## src/rtl/seg_scan_driver.sv

```systemverilog
`default_nettype none
// ============================================================================
// Module      : seg_scan_driver
// Description : Time-multiplexed driver for a 4-digit common-anode 7-segment
//               display showing mm:ss from one of two digit sets.
//               A prescaler produces one "tick" every REFRESH_DIV clocks. Each
//               tick advances the digit slot and registers the new anode,
//               cathode and decimal-point values. The digits are captured once
//               per frame so that a frame never shows a mix of old and new
//               values. Leading-zero blanking and an edit-mode blink are also
//               provided.
// Revision    : 1.0 - initial release
// ----------------------------------------------------------------------------
// Parameters
//   REFRESH_DIV  : clk cycles per digit slot (>= 2)
//   BLINK_FRAMES : full 4-digit frames per blink half-period (>= 1)
// Ports
//   clk                       : system clock, all state on rising edge
//   rst_n                     : synchronous reset, active-low
//   sec1, sec2, min1, min2    : display-A digits (sec ones/tens, min ones/tens)
//   sec11, sec22, min11, min22: display-B digits, same ordering
//   sel                       : 0 = show display A, 1 = show display B
//   flash                     : 1 = edit mode, display blinks
//   lz_en                     : 1 = blank minutes-tens digit when it is 0
//   seg[6:0]                  : cathodes {g,f,e,d,c,b,a}, active-low
//   dp                        : decimal point, active-low
//   an[3:0]                   : anodes, active-low, an[0] = rightmost digit
// ============================================================================
module seg_scan_driver #(
    parameter int REFRESH_DIV  = 100000,
    parameter int BLINK_FRAMES = 125
) (
    input  logic       clk,
    input  logic       rst_n,
    input  logic [3:0] sec1,
    input  logic [3:0] sec2,
    input  logic [3:0] min1,
    input  logic [3:0] min2,
    input  logic [3:0] sec11,
    input  logic [3:0] sec22,
    input  logic [3:0] min11,
    input  logic [3:0] min22,
    input  logic       sel,
    input  logic       flash,
    input  logic       lz_en,
    output logic [6:0] seg,
    output logic       dp,
    output logic [3:0] an
);

    // ------------------------------------------------------------------------
    // Constants
    // ------------------------------------------------------------------------
    localparam int c_PW = $clog2(REFRESH_DIV);
    localparam int c_FW = $clog2(BLINK_FRAMES + 1);

    localparam logic [c_PW-1:0] c_PRESC_MAX = c_PW'(REFRESH_DIV - 1);
    localparam logic [c_FW-1:0] c_FCNT_MAX  = c_FW'(BLINK_FRAMES - 1);

    localparam logic [6:0] c_SEG_BLANK = 7'b1111111;
    localparam logic [6:0] c_SEG_DASH  = 7'b0111111;
    localparam logic [3:0] c_AN_OFF    = 4'b1111;

    localparam logic [1:0] c_SLOT_SEC  = 2'd0;
    localparam logic [1:0] c_SLOT_DP   = 2'd2;
    localparam logic [1:0] c_SLOT_MINT = 2'd3;

    // ------------------------------------------------------------------------
    // Declarations
    // ------------------------------------------------------------------------
    logic [c_PW-1:0]  r_presc;
    logic             w_tick;

    logic [1:0]       r_idx;
    logic [1:0]       w_idx_next;
    logic             w_frame_end;

    // Both digit sets are captured at the frame boundary; r_snap_sel records
    // which one the frame belongs to, so the pair behaves as a snapshot of the
    // selected set together with the selection itself.
    logic [3:0][3:0]  r_snap_a;
    logic [3:0][3:0]  r_snap_b;
    logic             r_snap_sel;
    logic [3:0][3:0]  w_snap;

    logic [c_FW-1:0]  r_fcnt;
    logic [c_FW-1:0]  w_fcnt_next;
    logic             r_phase_on;
    logic             w_phase_next;

    logic [3:0]       w_live_sec;
    logic [3:0]       w_digit;
    logic             w_lz_blank;
    logic             w_blank;

    logic [6:0]       w_seg_next;
    logic             w_dp_next;
    logic [3:0]       w_an_next;

    logic [6:0]       r_seg;
    logic             r_dp;
    logic [3:0]       r_an;

    // ------------------------------------------------------------------------
    // Digit decoder: BCD value to active-low {g,f,e,d,c,b,a}.
    // Values above 9 cannot be shown as a digit and render as a dash.
    // ------------------------------------------------------------------------
    function automatic logic [6:0] f_decode(input logic [3:0] v);
        logic [6:0] s;
        case (v)
            4'd0:    s = 7'b1000000;
            4'd1:    s = 7'b1111001;
            4'd2:    s = 7'b0100100;
            4'd3:    s = 7'b0110000;
            4'd4:    s = 7'b0011001;
            4'd5:    s = 7'b0010010;
            4'd6:    s = 7'b0000010;
            4'd7:    s = 7'b1111000;
            4'd8:    s = 7'b0000000;
            4'd9:    s = 7'b0010000;
            default: s = c_SEG_DASH;
        endcase
        return s;
    endfunction

    // ------------------------------------------------------------------------
    // Refresh prescaler: counts 0..REFRESH_DIV-1, the wrap cycle is a tick
    // ------------------------------------------------------------------------
    assign w_tick = (r_presc == c_PRESC_MAX);

    always_ff @(posedge clk) begin
        if (!rst_n) begin
            r_presc <= '0;
        end else if (w_tick) begin
            r_presc <= '0;
        end else begin
            r_presc <= r_presc + c_PW'(1);
        end
    end

    // ------------------------------------------------------------------------
    // Slot index: advances mod 4 on every tick
    // ------------------------------------------------------------------------
    assign w_idx_next  = r_idx + 2'd1;
    assign w_frame_end = w_tick && (r_idx == c_SLOT_MINT);

    always_ff @(posedge clk) begin
        if (!rst_n) begin
            r_idx <= 2'd0;
        end else if (w_tick) begin
            r_idx <= w_idx_next;
        end
    end

    // ------------------------------------------------------------------------
    // Frame snapshot, taken on the tick that leaves the last slot
    // ------------------------------------------------------------------------
    always_ff @(posedge clk) begin
        if (!rst_n) begin
            r_snap_a   <= '0;
            r_snap_b   <= '0;
            r_snap_sel <= 1'b0;
        end else if (w_frame_end) begin
            r_snap_a   <= {min2, min1, sec2, sec1};
            r_snap_b   <= {min22, min11, sec22, sec11};
            r_snap_sel <= sel;
        end
    end

    // ------------------------------------------------------------------------
    // Blink control. The counter counts frames completed while flash is held
    // and toggles the phase every BLINK_FRAMES frames. Dropping flash takes
    // effect on the very next clock so the display never stays dark after
    // leaving edit mode. The phase decided for the upcoming slot is used for
    // that slot's outputs, so a toggle lines up with the start of a frame.
    // ------------------------------------------------------------------------
    always_comb begin
        w_fcnt_next  = r_fcnt;
        w_phase_next = r_phase_on;
        if (!flash) begin
            w_fcnt_next  = '0;
            w_phase_next = 1'b1;
        end else if (w_frame_end) begin
            if (r_fcnt == c_FCNT_MAX) begin
                w_fcnt_next  = '0;
                w_phase_next = ~r_phase_on;
            end else begin
                w_fcnt_next  = r_fcnt + c_FW'(1);
            end
        end
    end

    always_ff @(posedge clk) begin
        if (!rst_n) begin
            r_fcnt     <= '0;
            r_phase_on <= 1'b1;
        end else begin
            r_fcnt     <= w_fcnt_next;
            r_phase_on <= w_phase_next;
        end
    end

    // ------------------------------------------------------------------------
    // Digit selection for the upcoming slot. Slot 0 opens a new frame and is
    // taken from the live inputs sampled on the same tick as the snapshot, so
    // it agrees with the snapshot the rest of the frame will use.
    // ------------------------------------------------------------------------
    assign w_live_sec = sel ? sec11 : sec1;

    always_comb begin
        w_snap  = r_snap_sel ? r_snap_b : r_snap_a;
        w_digit = w_snap[w_idx_next];
        if (w_idx_next == c_SLOT_SEC) begin
            w_digit = w_live_sec;
        end
    end

    // ------------------------------------------------------------------------
    // Next output values. Blanking (leading zero or blink-off) turns every
    // anode off and also clears the cathodes and decimal point so no ghost
    // segment is driven while the digit is dark.
    // ------------------------------------------------------------------------
    assign w_lz_blank = lz_en && (w_idx_next == c_SLOT_MINT) && (w_digit == 4'd0);
    assign w_blank    = w_lz_blank || !w_phase_next;

    always_comb begin
        w_an_next  = ~(4'b0001 << w_idx_next);
        w_seg_next = f_decode(w_digit);
        w_dp_next  = (w_idx_next != c_SLOT_DP);
        if (w_blank) begin
            w_an_next  = c_AN_OFF;
            w_seg_next = c_SEG_BLANK;
            w_dp_next  = 1'b1;
        end
    end

    // ------------------------------------------------------------------------
    // Output registers: only move on ticks so the display is glitch-free
    // ------------------------------------------------------------------------
    always_ff @(posedge clk) begin
        if (!rst_n) begin
            r_an  <= c_AN_OFF;
            r_seg <= c_SEG_BLANK;
            r_dp  <= 1'b1;
        end else if (w_tick) begin
            r_an  <= w_an_next;
            r_seg <= w_seg_next;
            r_dp  <= w_dp_next;
        end
    end

    assign an  = r_an;
    assign seg = r_seg;
    assign dp  = r_dp;

endmodule
`default_nettype wire

```

## config.mk

```make
export PLATFORM = sky130hd
export DESIGN_NAME = seg_scan_driver
export DESIGN_NICKNAME = d
export VERILOG_FILES = /design/src/rtl/seg_scan_driver.sv
export SDC_FILE = /design/constraint.sdc
export NUM_CORES = 1
export LEC_CHECK = 0
export BUFFER_PORTS_ARGS = -buffer_cell sky130_fd_sc_hd__buf_2
export CAP_MARGIN = 20
export CORE_MARGIN = 2
export CORE_UTILIZATION = 57
export DETAILED_ROUTE_END_ITERATION = 6
export GPL_TIMING_DRIVEN = 0
export MAX_ROUTING_LAYER = met4
export PLACE_DENSITY = 0.81
export SLEW_MARGIN = 0
export SYNTH_ARGS = -nofsm -noshare
export SYNTH_HDL_FRONTEND = slang
export SYNTH_SLANG_ARGS = --single-unit
```

## constraint.sdc

```tcl
create_clock -name clk -period 3.5 [get_ports clk]
set_input_delay 0.7 -clock clk [delete_from_list [all_inputs] [get_ports clk]]
set_output_delay 0.7 -clock clk [all_outputs]
set_load 0.005 [all_outputs]
```

Word level (Yosys, flattened, before mapping). Memory sizes are Yosys's and may differ from the RTL's. Cells that the tools add are included.

Reductions and logical operators: 9. Bitwise operators: 3. $lt $le $gt $ge: 1. Shift operators: 1. $add $sub $neg: 3. Eq/ne operators: 5. Divide/modulo/power cells: 0. Muxes and demuxes: 12. Multiply operators: 0.

Operators by type and width (count): 17-bit by 1-bit adder with 17-bit output, second input constant (1); 17-bit equality test, second input constant (1); 16-bit 2-to-1 mux (1); 4-bit 2-to-1 mux (4); 7-bit 2-to-1 mux (2); 4-bit binary-select mux with 2-bit select (1); 7-bit by 1-bit adder with 7-bit output, second input constant (1); 7-bit equality test, second input constant (1); 2-bit equality test, second input constant (2); 4-bit logical NOT (1); 1-bit 2-to-1 mux (4); 4-bit inverter (1); 1-bit by 2-bit left shift with 4-bit output, first input constant (1); 1-bit logical AND (3); 2-bit by 3-bit < comparator with 1-bit output, second input constant (1); 2-bit by 1-bit adder with 2-bit output, second input constant (1); 2-bit logical NOT (1); 2-bit != test, second input constant (1); 1-bit inverter (2); 2-bit AND reduction (1); 2-bit OR reduction (1); 1-bit logical NOT (1); 1-bit logical OR (1).

Memories kept: 1. Bits in registers: 72. ROM bits: 112. Bits of input ports: 37. Bits in latches: 0. Memory bits (writable): 0.

Memory list: (no name shown) (words 16, bits a word 7, read ports 1, clocked after memory_dff 0, write ports 0, RTL line 110) `case (v)`.

Depth between registers and ports, before layout. Gate-level depths: netlist (run 1).

Depth after elaboration: 8. Depth in mapped cells: 12.

Worst setup path before layout (run 1). No wires, ideal clock.

Path type: register to register. From: reg r_idx[0]. To: reg r_seg[0] (netlist: seg[0]). Path slack: 722 ps. Arrival time: 2648 ps. Stages on the path, launching flop included: 13. Buffers on the path: 1. Data required time: 3370 ps. Setup time: 130 ps. Path through: dfxtp_1 > buf_4 > inv_2 > ha_1 > mux4_2 > mux2_2 > o21ai_0 > inv_1 > ha_1 > inv_1 > a21oi_1 > a2111oi_0 > nor3_1.

Longest elaborated chain between the ends: 8. Elaborated cells between the ends (all ways): 17. Those cells by class: 1 x add/sub; 2 x eq/ne; 6 x mux; 7 x reduce/logical; 1 x memory.

RTL lines: start: declaration (RTL line 74) `logic [1:0] r_idx;`; start signal: assignment (RTL line 151) `r_idx <= w_idx_next;`; 2-bit by 1-bit adder with 2-bit output (*) (RTL line 144) `assign w_idx_next = r_idx + 2'd1;`; named net w_idx_next[0] (RTL line 75) `logic [1:0] w_idx_next;`; parallel branches: the longest is 6 deep, another holds memory read 16 x 7 bit; 7-bit 2-to-1 mux (*) (RTL line 230) `if (w_blank) begin`; end signal: assignment (RTL line 243) `r_seg <= c_SEG_BLANK;`; end signal: assignment (RTL line 247) `r_seg <= w_seg_next;`; end: declaration (RTL line 100) `logic [6:0] r_seg;`.

Mark *: on every way through the listed nets, which the timed path passes. The select of a mux whose other input is x is not followed. A chain may end at the register's enable or synchronous reset.

Final worst setup path (run 1). Ends and elaborated chain as after synthesis.

==> results of run 1 <==
==> what timing repair did <==
item / 4_1_cts / 5_1_grt
hold buffers: 0 / 0
resized for setup: 0 / 1
buffers inserted: 0 / 0
setup endpoints to repair: 0 / 7
==> worst max-delay path by stage <==
stage / start / to / cells past startpoint
2_1_floorplan: r_idx[0]$_SDFFE_PN0P_ / seg[0]$_SDFFE_PN1P_ / 12
5_1_grt: r_idx[0]$_SDFFE_PN0P_ / seg[0]$_SDFFE_PN1P_ / 12
3_3_place_gp: r_idx[0]$_SDFFE_PN0P_ / seg[0]$_SDFFE_PN1P_ / 12
6_report: r_idx[0]$_SDFFE_PN0P_ / seg[0]$_SDFFE_PN1P_ / 12
4_1_cts: r_idx[0]$_SDFFE_PN0P_ / seg[0]$_SDFFE_PN1P_ / 12
3_5_place_dp: r_idx[0]$_SDFFE_PN0P_ / seg[0]$_SDFFE_PN1P_ / 12
==> kinds of logic after synthesis <==
logic type                 after synthesis
adders and majority gates               13
xor gates and xnor gates                21
and+or+nand+nor                        173
DFF                                     71
muxes                                   24
AOI/OAI and AO/OA                       63
buffers and inverters                   34
==> cell type report <==
| class | instances | share of cell area |
|---|---|---|
| multi-input combinational | 294 | 0.467 |
| sequential | 71 | 0.350 |
| timing repair buffer | 48 | 0.0592 |
| clock buffer | 10 | 0.0314 |
| buffer | 19 | 0.0287 |
| clock inverter | 5 | 0.0265 |
| tap | 75 | 0.0231 |
| inverter | 15 | 0.0139 |
==> routing by layer <==
metal | GRT usage | part of all wire
met1 | 0.286 | 0.46
met2 | 0.435 | 0.49
met3 | 0.0446 | 0.039
met4 | 0.118 | 0.019
met5 | - | 0
==> cell usage in the layout (no fill, tap or decap), drive strengths merged, types with 9 or more instances in the layout <==
cell type	count
inv	15
xor2	14
mux2i	14
buf	60
a21boi	34
nand2	87
nand3	11
ha	13
nor2	41
o21ai	9
a21oi	11
dfxtp	71
clkbuf	17
==> where the power goes <==
part / switching (uW) / internal (uW)
clock network: 314 / 472
logic: 28.3 / 27.1
registers: 2.42 / 810
==> through the flow <==
step	worst slack [ps]	hold WS [ps]
after global routing	113	484
final	211	456
after detailed placement	111	436
after CTS	98.1	455
after global placement	286	431
after floorplan	722	418
==> state kept, by name (all words and copies together) (netlist names), 2 cells and up <==
| register | flops |
|---|---|
| an | 3 |
| r_fcnt | 7 |
| r_idx | 2 |
| r_presc | 17 |
| r_snap_a | 16 |
| r_snap_b | 16 |
| seg | 7 |
==> worst max-delay path, stage by stage (launching register included) <==
cell and delay (ps):
dfxtp_1 390, buf_4 200, inv_2 80, ha_1 490
mux4_2 360, mux2_2 300, o21ai_1 310, inv_1 120
ha_1 210, inv_1 50, a21oi_1 70, a2111oi_0 500
nor3_1 90
==> flow_metrics.env, run 1 <==
export IMPL_design_area_mm2=0.00406
export IMPL_hold_violations=0
export IMPL_antenna_found_initial=0
export IMPL_synth_area_mm2=0.00349
export IMPL_power_density_mw_per_mm2=407
export IMPL_setup_violations=0
export IMPL_antenna_cells=0
export IMPL_status="finished, final reports clean"
export IMPL_min_path_type="reg -> reg"
export IMPL_cts_buffer_depth=2
export IMPL_cts_root_buffer="clkbuf_8"
export IMPL_first_pass_iters=4
export IMPL_crit_type="reg -> reg"
export IMPL_finalClockSkew_ps=8.73
export IMPL_holdPathEnd="r_presc[0]$_SDFF_PP0_"
export IMPL_io_pins=49
export IMPL_syn_avg_cell_area_um2=8.75
export IMPL_fmax_ghz=0.304
export IMPL_die_w_um=82.2
export IMPL_row_count=28
export IMPL_drt_initial_drc_count=97
export IMPL_yosys_warnings=0
export IMPL_synth_most_common_cell="nand2_1"
export IMPL_fin_crit_ps=3290
export IMPL_core_mm2=0.00592
export IMPL_finalSetupTns_ps=0
export IMPL_grt_start_max_net_pins=13
export IMPL_dp_hpwl_mm=5.34
export IMPL_nFillCells=502
export IMPL_synth_top_cells_by_count="87 x nand2_1, 71 x dfxtp_1, 40 x nor2_1"
export IMPL_finalMaxSlewViolations=0
export IMPL_areaGrowthSynthToFinish_pct=16.3
export IMPL_clock_latency_ps=360
export IMPL_min_delay_start="r_presc[0]$_SDFF_PP0_"
export IMPL_crit_required_ps=3730
export IMPL_arrival_ps=3520
export IMPL_synth_compound_area_share=0.128
export IMPL_synth_top_family_by_area="simple AND/OR/NAND/NOR gates"
export IMPL_synth_edf_count=0
export IMPL_grt_setup_unrepaired="no"
export IMPL_wl_per_cell_um=14.1
export IMPL_viasPerCell=5.44
export IMPL_async_flop_share=0
export IMPL_start_util=0.589
export IMPL_synth_distinct_cells=43
export IMPL_grt_use_total=0.254
export IMPL_relSlewSlack=0.640
export IMPL_fin_cells=537
export IMPL_r2r_end="seg[0]$_SDFFE_PN1P_"
export IMPL_syn_inst=399
export IMPL_cts_made_buffers=9
export IMPL_die_y_um=82.2
export IMPL_cp_start_kind="flop"
export IMPL_grt_pass1_vias=2875
export IMPL_io_buffers=48
export IMPL_ant_nets=0
export IMPL_ys_ff_latch=71
export IMPL_synth_top_area_cell="dfxtp_1"
export IMPL_wirelength_mm=7.56
export IMPL_period_share=0.940
export IMPL_reg2reg_depth=12
export IMPL_post_dp_cell_area_mm2=0.00382
export IMPL_overflow=0
export IMPL_tightest_slew_ps=527
export IMPL_cts_tree="built"
export IMPL_synthXorXnorAreaFrac=0.0527
export IMPL_synth_top_area_frac=0.407
export IMPL_worstSetupEndpointType="flop"
export IMPL_synthSimpleGateAreaFrac=0.228
export IMPL_muxShareOfSynthArea=0.0886
export IMPL_syn_nets=449
export IMPL_nets=508
export IMPL_cts_num_sinks=71
export IMPL_multi_input_area_mm2=0.00190
export IMPL_ff_latch_area_mm2=0.00142
export IMPL_leakagePower_uw=0.00146
export IMPL_drcViolationCount=0
export IMPL_yosysSeqAreaShare=0.407
export IMPL_total_power_uw=1650
export IMPL_cap_violations=0
export IMPL_dp_cells=522
export IMPL_design_die_area_mm2=0.00676
export IMPL_final_core_util=0.686
export IMPL_cts_clk_slew_worst_paths_ps=80
export IMPL_worstHoldPathCells=1
export IMPL_gp_congestion=0.838
export IMPL_synth_area_leaders="dfxtp_1 41%, nand2_1 9.4%, a21boi_0 7.3%"
export IMPL_dr_total_vias=2919
export IMPL_htreeDepth=3
export IMPL_yosys_area_share_adder=0.0466
export IMPL_drive_above_1_share=0.203
export IMPL_grt_pass1_wl_mm=12.7
export IMPL_synth_ff_type="dfxtp_1"
export IMPL_peakVddDrop_v=0.000289
export IMPL_reg2reg_slack_ps=210
export IMPL_path_max_fanout=6
export IMPL_rr_startpoint="r_idx[0]$_SDFFE_PN0P_"
(Power assumes the default switching activity.)
==> run 2: changes to the inputs <==
--- a/config.mk
+++ b/config.mk
@@ -7,7 +7,7 @@
 export LEC_CHECK = 0
 export BUFFER_PORTS_ARGS = -buffer_cell sky130_fd_sc_hd__buf_2
 export CAP_MARGIN = 20
-export CORE_MARGIN = 2
+export CORE_MARGIN = 10
 export CORE_UTILIZATION = 57
 export DETAILED_ROUTE_END_ITERATION = 6
 export GPL_TIMING_DRIVEN = 0
==> constraint.sdc (replaced) <==
create_clock -name clk -period 3.5 [get_ports clk]
set_input_delay 0.35 -clock clk [delete_from_list [all_inputs] [get_ports clk]]
set_output_delay 0.35 -clock clk [all_outputs]
set_load 0.005 [all_outputs]
==> flow_metrics.env, run 2 (same netlist as run 1, synthesis figures left out) <==
export IMPL_status="finished, final reports clean"
export IMPL_cts_tree="built"
export IMPL_antenna_cells=0
export IMPL_cts_hold_buffers=0
export IMPL_clock_latency_ps=360
export IMPL_setup_violations=0
export IMPL_wl_per_cell_um=14.8
export IMPL_overflow=0
export IMPL_grt_start_max_net_pins=13
export IMPL_io_buffers=48
export IMPL_postCtsSetupBuffers=0
export IMPL_cts_clk_slew_worst_paths_ps=80
export IMPL_gp_congestion=0.850
export IMPL_start_util=0.589
export IMPL_areaGrowthSynthToFinish_pct=15.3
export IMPL_row_count=28
export IMPL_dr_total_vias=2957
export IMPL_cp_start_kind="flop"
export IMPL_crit_type="reg -> reg"
export IMPL_whs_ps=212
export IMPL_cts_buffer_depth=2
export IMPL_worstSetupEndpointType="flop"
export IMPL_largest_reg_flops=17
export IMPL_nFillCells=497
export IMPL_grt_use_total=0.173
export IMPL_largest_registers="r_presc: 17 flops, r_snap_a: 16 flops, r_snap_b: 16 flops"
export IMPL_power_density_mw_per_mm2=380
export IMPL_cts_made_buffers=9
export IMPL_ant_nets=0
export IMPL_wirelength_mm=7.95
export IMPL_antenna_found_initial=0
export IMPL_viasPerCell=5.50
export IMPL_dp_slack_ps=250
export IMPL_finalSetupTns_ps=0
export IMPL_io_pins=49
export IMPL_fin_ws_ps=350
export IMPL_design_die_area_mm2=0.00965
export IMPL_finalClockSkew_ps=8.08
export IMPL_die_y_um=98.2
export IMPL_min_path_type="in -> reg"
export IMPL_multi_input_area_mm2=0.00190
export IMPL_layout_commonest_cell="nand2_1"
export IMPL_drcViolationCount=0
export IMPL_htreeDepth=3
export IMPL_cts_root_buffer="clkbuf_8"
export IMPL_final_cell_mix="87 x nand2_1, 71 x dfxtp_1, 53 x buf_2"
export IMPL_crit_required_ps=3740
export IMPL_fin_crit_ps=3150
export IMPL_peakVddDrop_v=0.000252
export IMPL_hold_violations=0
export IMPL_grt_setup_unrepaired="no"
export IMPL_cap_violations=0
export IMPL_dp_hpwl_mm=5.89
export IMPL_arrival_ps=3390
export IMPL_cts_num_sinks=71
export IMPL_period_share=0.900
export IMPL_first_pass_iters=5
export IMPL_finalMaxSlewViolations=0
export IMPL_fmax_ghz=0.317
export IMPL_dp_cells=522
export IMPL_path_max_fanout=6
export IMPL_leakagePower_uw=0.00145
export IMPL_core_mm2=0.00592
export IMPL_die_w_um=98.2
export IMPL_grt_pass1_wl_mm=13.7
export IMPL_relSlewSlack=0.661
export IMPL_drt_initial_drc_count=132
export IMPL_ctsResizeCount=0
export IMPL_tightest_slew_ps=509
export IMPL_grt_pass1_vias=2960
export IMPL_ff_latch_area_mm2=0.00142
export IMPL_drive_above_1_share=0.205
export IMPL_largest_register="r_presc"
export IMPL_fin_cells=538
export IMPL_nets=508
## run 2: metrics by stage
step                cell area [um^2]  total power, uW  utilization
floorplan                       3490              854            -
global placement                3820              885        0.646
detailed placement              3820              886        0.646
CTS                             4020             1540        0.679
global route                    4020             1580        0.679
finish                          4020             1530        0.679
## run 2: final timing paths
kind / start / endpoint / slack, ps / cells after the start
hold reg to reg: r_presc[0]$_SDFF_PP0_ / r_presc[0]$_SDFF_PP0_ / 450 / 1
hold / removal: flash / r_phase_on$_SDFF_PN1_ / 210 / 2
setup / recovery: r_idx[0]$_SDFFE_PN0P_ / seg[3]$_SDFFE_PN1P_ / 350 / 12
setup reg to reg: r_idx[0]$_SDFFE_PN0P_ / seg[3]$_SDFFE_PN1P_ / 350 / 12
## run 2: layout make-up
class	count	area share
well taps	75	0.0233
multi-input cells	294	0.471
clock inverters	5	0.0143
flip-flops and latches	71	0.353
inverters	15	0.0140
plain buffers	19	0.0289
repair buffers	48	0.0597
clock buffers	11	0.0351
## run 2: where the power goes
| part | internal [uW] | total, uW | switching [uW] |
|---|---|---|---|
| registers | 810 | 813 | 2.45 |
| logic | 27.1 | 55.2 | 28.1 |
| clock network | 349 | 660 | 312 |
## run 2: per-layer routing
metal  part of all wire  routed length, um  track usage  vias up
li1                   -                  -            -     1469
met5                  0                  0            -        -
met4              0.016                131       0.0717        0
met1               0.46               3650        0.202     1414
met2               0.48               3830        0.282       60
met3              0.043                344       0.0366       14
## run 2: critical path, cell delays in order (launching register included)
cell and delay (ps):
dfxtp_1 400, buf_4 210, inv_2 80, ha_1 480, mux4_2 370, mux2_2 300
o21ai_1 290, inv_1 110, ha_1 210, inv_1 50, a21oi_1 60, a2111oi_0 390
nor3_1 90
